--- config.mk ---
export PLATFORM = sky130hd
export DESIGN_NAME = alu_op_sequencer
export DESIGN_NICKNAME = d
export VERILOG_FILES = /design/src/rtl/alu_op_sequencer.sv
export SDC_FILE = /design/constraint.sdc
export NUM_CORES = 1
export LEC_CHECK = 0
export CAP_MARGIN = 20
export CORE_UTILIZATION = 40
export CTS_CLUSTER_DIAMETER = 120
export DETAILED_ROUTE_END_ITERATION = 16
export GPL_TIMING_DRIVEN = 0
export HOLD_SLACK_MARGIN = 0.12
export SLEW_MARGIN = 20
export SYNTH_ARGS = -nofsm -noshare
export SYNTH_HDL_FRONTEND = slang
export SYNTH_SLANG_ARGS = --single-unit
--- constraint.sdc ---
create_clock -name clk -period 3.7 [get_ports clk]
set_input_delay 0.37 -clock clk [delete_from_list [all_inputs] [get_ports clk]]
set_output_delay 0.37 -clock clk [all_outputs]
set_load 0.01 [all_outputs]
--- src/rtl/alu_op_sequencer.sv ---
// alu_op_sequencer: issues ALU ops from a small register file and collects the results.
//
// Handshake rule for both ports: a transfer happens on a rising clk edge where
// valid and ready are both 1. A source holds valid (and its payload) until that
// edge. instr_ready is a pure decode of the IDLE state. res_valid, res_data and
// res_rd stay stable until the edge where res_ready is 1.
module alu_op_sequencer #(
    parameter int WIDTH = 8,
    parameter int REGS  = 4,
    localparam int AW   = $clog2(REGS)
) (
    input  logic             clk,
    input  logic             rst_n,
    input  logic             instr_valid,
    output logic             instr_ready,
    input  logic             instr_ld,
    input  logic [1:0]       instr_op,
    input  logic [AW-1:0]    instr_rd,
    input  logic [AW-1:0]    instr_rs1,
    input  logic [AW-1:0]    instr_rs2,
    input  logic [WIDTH-1:0] instr_imm,
    output logic [WIDTH-1:0] src_a,
    output logic [WIDTH-1:0] src_b,
    output logic [1:0]       ALU_Control,
    input  logic [WIDTH-1:0] ALU_out,
    output logic             res_valid,
    input  logic             res_ready,
    output logic [WIDTH-1:0] res_data,
    output logic [AW-1:0]    res_rd,
    output logic [1:0]       dbg_state_o
);

    typedef enum logic [1:0] {
        IDLE = 2'd0,
        OPER = 2'd1,
        RESP = 2'd2
    } state_t;

    state_t           state_q;
    logic [WIDTH-1:0] rf_q [REGS];
    logic [WIDTH-1:0] src_a_q;
    logic [WIDTH-1:0] src_b_q;
    logic [1:0]       ctrl_q;
    logic [AW-1:0]    rd_q;
    logic             res_valid_q;
    logic [WIDTH-1:0] res_data_q;
    logic [AW-1:0]    res_rd_q;

    // Sequencer FSM, register file and all registered outputs.
    always_ff @(posedge clk or negedge rst_n) begin
        if (!rst_n) begin
            state_q     <= IDLE;
            for (int i = 0; i < REGS; i++) begin
                rf_q[i] <= '0;
            end
            src_a_q     <= '0;
            src_b_q     <= '0;
            ctrl_q      <= '0;
            rd_q        <= '0;
            res_valid_q <= 1'b0;
            res_data_q  <= '0;
            res_rd_q    <= '0;
        end else begin
            case (state_q)
                IDLE: begin
                    if (instr_valid) begin
                        if (instr_ld) begin
                            // Load immediate completes in place; no response is produced.
                            rf_q[instr_rd] <= instr_imm;
                        end else begin
                            // Operands are captured now, so rd may alias rs1/rs2 safely.
                            src_a_q <= rf_q[instr_rs1];
                            src_b_q <= rf_q[instr_rs2];
                            ctrl_q  <= instr_op;
                            rd_q    <= instr_rd;
                            state_q <= OPER;
                        end
                    end
                end
                OPER: begin
                    // ALU inputs have been stable for a full cycle; capture the result.
                    res_data_q  <= ALU_out;
                    rf_q[rd_q]  <= ALU_out;
                    res_rd_q    <= rd_q;
                    res_valid_q <= 1'b1;
                    state_q     <= RESP;
                end
                RESP: begin
                    if (res_ready) begin
                        res_valid_q <= 1'b0;
                        state_q     <= IDLE;
                    end
                end
                default: begin
                    state_q <= IDLE;
                end
            endcase
        end
    end

    // Output decode: ready only in IDLE, everything else straight from registers.
    always_comb begin
        instr_ready = (state_q == IDLE);
        src_a       = src_a_q;
        src_b       = src_b_q;
        ALU_Control = ctrl_q;
        res_valid   = res_valid_q;
        res_data    = res_data_q;
        res_rd      = res_rd_q;
        dbg_state_o = state_q;
    end

endmodule
==> out/metrics.cfg, run 1 <==
[logic_synthesis]
yosysTopAreaCell=dfrtp_1
async_flop_share_pct=100
yosysMostFrequentCell=dfrtp_1
yosysWarningCount=0
synth_edf_count=0
synth_area_mm2=0.00326
synth_ff_type=dfrtp_1
synth_top_area_share_pct=49.9
synth_seq_cells=65
synth_cell_types=33
synthCells=261
synth.yosys.seq_area_share_pct=49.9
avgSynthCellArea_um2=12.5
synth_common_cells=dfrtp_1, nand2_1
syn_nets=290
synth_area_leaders=dfrtp_1, mux4_2, mux2_2, nand2_1, a32oi_1

[floorplan]
design.die.area_mm2=0.00851
start_util_pct=41.7
core_area_mm2=0.00781
fp.dieW_um=92.3
die_h_um=92.3
io_pins=61
num_rows=32

[critical_path]
cp.required_ps=3910
crit_chain=buf_4, a21oi_1, or2_1, buf_1, clkbuf_1, o2bb2ai_1
crit_type=reg -> reg
critPathArrivalTime_ps=2190
crit_fanout=10
critPathMaxStageDelay_ps=520
crit_slowest_cell=clkbuf_1
endpoint_kind=register
start_kind=register

[timing]
period_minus_slack_ps=1990
setup_ws_ps=1710
clock.fmax_mhz=503
hold_viol_final=0
finalSetupViolCount=0
slew_headroom_pct=58.2
skew_ps=5.13
rsz0062_at_grt=no
fin_crit_sh_pct=53.7
worstMarginPinSlew_ps=627
final_max_slew_viol_count=0

[placement]
dp_cells=419
dpl_cell_area_mm2=0.00396
place_ws_ps=1400
place_congestion=0.825
io_buffer_count=55
place_hpwl_mm=5.72

[cells_and_area]
nets=358
finish.utilization_pct=53.2
num_antenna_cells=0
drive_gt1_share_pct=22.2
areaGrowthSynthToFinish_pct=27.3
seq_area_mm2=0.00163
multi_input_area_mm2=0.00149
n_fill_cell=708
fin_area_mm2=0.00415
fin_cells=435

[clock_tree]
cts_resized=0
cts_max_path_buffers=2
cts_buffers=9
clk_pin_slew_ps=70
hold_buffers=1
root_buffer=clkbuf_8
cts_sinks=65
worstSkewPairLatency_ps=340
htree_levels=3
cts_tree=yes
cts_setup_buffers=0

[pwr]
p_leak_uw=0.00169
p_per_area_mw_per_mm2=640
p_sw_share_pct=30.8
clock_power_share_pct=21.7
power.switching_uw=817
p_int_uw=1840
ir_drop_v=0.000256
seqPwrFrac_pct=43.5
combPwrFrac_pct=34.7

[route]
wl_met3_um=606
wl_per_cell_um=19.7
drt_wl_total_mm=8.56
top_layer=met4
drtIter0Drc=179
met1_length_mm=3.89
vias=2514
drtPass1Iterations=4
wl_met2_mm=3.86
via_per_inst=5.78
ant_nets=0
drc=0

[run_status]
outcome=complete, no violations

[run]
maxCapViolCount=0

[grt]
grt_max_degree=45
grt_util_all_layers_pct=21.9
antenna_found_initial=0
grt_pass1_wl_mm=13.7
grt_pass1_vias=2452
grt_overflow=0

[worst_hold_path]
hp-class=in -> reg

==> per-layer routing <==
layer  vias up  global-route usage, %
met5         -                      0
met4         0                   9.24
met3        14                   3.98
li1       1129                      -
met1      1263                   31.4
met2       108                   32.4
==> critical path: cells and delay by family, from the launching register on <==
kind                   cells  cell delay [ps]
buffers and inverters      3             1040
DFF                        1              380
AOI/OAI and AO/OA          2              290
and+or+nand+nor            1              130
==> state kept, by name, summed over array words and instances, names as in the netlist <==
register     cells
rf_q            32
res_data         8
src_a            8
src_b            8
ALU_Control      2
dbg_state_o      2
rd_q             2
res_rd           2
res_valid        1
==> kinds of logic after synthesis <==
family | synth area share, %
buf+inv | 4.26
compound gates | 17.2
simple gates | 10.7
flops | 49.9
mux | 18.0
==> stage by stage <==
| stage | setup TNS, ps | total power, uW | hold slack (ps) |
|---|---|---|---|
| floorplan | 0 | 1650 | 74.4 |
| global placement | -544 | 2070 | 461 |
| detailed placement | 0 | 2100 | 295 |
| CTS | 0 | 2680 | 434 |
| global route | 0 | 2810 | 474 |
| finish | 0 | 2660 | 438 |
==> layout by cell type (no fill, tap or decap), drive strengths merged, types with 2 or more instances in the layout <==
master,Yosys,layout
o2bb2ai,16,16
nor2b,2,2
nand2,40,40
clkinv,1,2
and3,2,2
nor2,12,12
a32oi,17,17
buf,17,19
clkdlybuf4s50,0,54
a22oi,16,16
nor3,3,3
a21oi,10,10
dfrtp,65,65
mux2,20,20
clkbuf,5,17
mux4,16,16
o21ai,11,11
==> power groups by stage <==
stage | clock network [uW] | registers (uW) | logic, uW
6_report | 577 | 1160 | 923
5_1_grt | 618 | 1190 | 999
4_1_cts | 585 | 1160 | 933
3_5_place_dp | 0 | 1170 | 927
3_3_place_gp | 0 | 1160 | 914
2_1_floorplan | 0 | 1190 | 466
==> cell type report <==
type                       count  area share (%)
buffer                        22            3.17
clock buffer                  12            3.26
clock inverter                 3            1.03
inverter                       2           0.181
multi-input combinational    172            36.0
sequential                    65            39.2
tap                          102            3.08
timing repair buffer          57            14.1
==> worst paths after layout <==
kind / from / end / slack (ps) / cells past startpoint
max in group asynchronous: rst_n / rd_q[0] / 2720 / 3
setup / recovery: dbg_state_o[0] / rf_q[18] / 1710 / 6
min in group asynchronous: rst_n / ALU_Control[0] / 470 / 2
hold / removal: instr_rd[1] / rd_q[1] / 440 / 2
setup reg to reg: dbg_state_o[0] / rf_q[18] / 1710 / 6
hold reg to reg: res_rd[0] / res_rd[0] / 480 / 2
Note: power is estimated with default switching activity, not from simulation.
==> run 2, diff against run 1 <==
- clock period: 3.7 -> 2 ns (I/O delays scaled with it)
==> out/metrics.cfg, run 2 (synthesis gave the netlist of run 1 again) <==
[run_status]
outcome=complete, no violations

[floorplan]
core_area_mm2=0.00781  ; unchanged
io_pins=61  ; unchanged
design.die.area_mm2=0.00851  ; unchanged
num_rows=32  ; unchanged
start_util_pct=41.7  ; unchanged
fp.dieW_um=92.3  ; unchanged
die_h_um=92.3  ; unchanged

[critical_path]
endpoint_kind=register
cp.required_ps=2220  ; -1690 ps
r2r_start=dbg_state_o[1]
rrSetupSlack_ps=90  ; -1620 ps
crit_type=reg -> reg
critPathArrivalTime_ps=2130  ; -60 ps
crit_fanout=9  ; -1
rr_endpoint=rf_q[18]
start_kind=register
r2r_cells=6  ; unchanged

[cells_and_area]
layout_commonest_cell=dfrtp_1
largest_register_ffs=32  ; unchanged
num_antenna_cells=0  ; unchanged
fin_area_mm2=0.00415  ; about the same
drive_gt1_share_pct=22.5  ; +0.30 points
layout_common_cells=dfrtp_1, clkdlybuf4s50_1, nand2_1
nets=358  ; unchanged
finish.utilization_pct=53.2  ; about the same
areaGrowthSynthToFinish_pct=27.4  ; about the same
largest_register=rf_q

[route]
via_per_inst=5.76  ; -0.32%
drtPass1Iterations=5  ; +1
drc=0  ; unchanged
drt_wl_total_mm=8.57  ; +0.15%
ant_nets=0  ; unchanged
drtIter0Drc=180  ; +0.56%
vias=2506  ; -0.32%
wl_per_cell_um=19.7  ; +0.15%

[clock_tree]
worstSkewPairLatency_ps=340  ; about the same
cts_buffers=9  ; unchanged
cts_tree=yes
clk_pin_slew_ps=70  ; about the same
cts_sinks=65  ; unchanged
cts_setup_buffers=0  ; unchanged
root_buffer=clkbuf_8
cts_max_path_buffers=2  ; unchanged
htree_levels=3  ; unchanged

[worst_hold_path]
min_to=rd_q[1]
min_path_cells=2  ; unchanged
min_from=instr_rd[1]
hp-class=in -> reg

[timing]
final_max_slew_viol_count=0  ; unchanged
rsz0062_at_grt=no
slew_headroom_pct=58.3  ; +0.13 points
period_minus_slack_ps=1910  ; -76.8 ps
skew_ps=5.17  ; +0.0423 ps
tns_ps=0  ; unchanged
setup_ws_ps=90.5  ; -1620 ps
finalSetupViolCount=0  ; unchanged
clock.fmax_mhz=524  ; +4.0%
fin_crit_sh_pct=95.5  ; +42 points
hold_viol_final=0  ; unchanged
worstMarginPinSlew_ps=625  ; -2.02 ps

[pwr]
p_per_area_mw_per_mm2=1180  ; +85%
p_leak_uw=0.00169  ; +0.16%
total_power_uw=4910  ; +85%
ir_drop_v=0.000473  ; +85%

[grt]
grt_util_all_layers_pct=21.9  ; unchanged
grt_pass1_vias=2452  ; unchanged
grt_pass1_wl_mm=13.7  ; unchanged
antenna_found_initial=0  ; unchanged
grt_max_degree=45  ; unchanged
grt_overflow=0  ; unchanged

[placement]
place_congestion=0.825  ; unchanged
place_hpwl_mm=5.72  ; unchanged
dpl_cell_area_mm2=0.00396  ; unchanged
place_ws_ps=-135  ; -1530 ps
io_buffer_count=55  ; unchanged

[run]
maxCapViolCount=0  ; unchanged

==> run 2: critical path, cell delays in order (launching register included) <==
cell and delay (ps):
dfrtp_1 400, buf_6 150, nand2b_4 130, buf_6 130, nor3b_4 500, o21ai_2 280, o2bb2ai_1 190
==> run 2: report_power, final <==
| group | leakage, uW | internal, uW | total [uW] | switching, uW |
|---|---|---|---|---|
| clock network | 0.0000864 | 569 | 1070 | 499 |
| logic | 0.000791 | 1020 | 1710 | 683 |
| registers | 0.000813 | 1810 | 2140 | 328 |
| total | 0.00169 | 3400 | 4910 | 1510 |
==> run 2: layout make-up <==
type,count,area (um^2)
fill,709,3660
inverter,2,7.51
timing repair buffer,57,586
sequential,65,1630
buffer,22,133
clock buffer,12,135
tap,102,128
multi-input combinational,172,1490
clock inverter,3,42.5
==> run 2: worst max path at each step <==
stage                         from          end  slack [ps]  cells after the start
global route        dbg_state_o[0]     rf_q[20]          20                      6
floorplan           dbg_state_o[1]     src_a[5]         420                      4
global placement             rst_n  res_data[3]       -1540                      1
CTS                 dbg_state_o[0]     rf_q[18]          50                      6
finish              dbg_state_o[1]     rf_q[18]          90                      6
detailed placement     instr_rd[0]     rf_q[18]        -130                      5
==> run 2: metal layers <==
layer	track usage, %	vias up	share of wire, %
met1	31.4	1249	45
li1	-	1128	-
met2	32.4	115	45
met4	9.24	0	2.3
met5	0	-	0
met3	3.98	14	7.8
==> run 2: stage by stage <==
stage                     instances  hold WS (ps)
after floorplan                 261         -95.6
after global placement          418           461
after detailed placement        419           125
after CTS                       435           264
after global routing            435           304
final                           435           267
==> run 2: what timing repair did <==
action | in CTS | in global routing
hold buffers | 1 | 0
setup endpoints to repair | 0 | 10
hold endpoints to repair | 65 | 0
resized for setup | 0 | 2
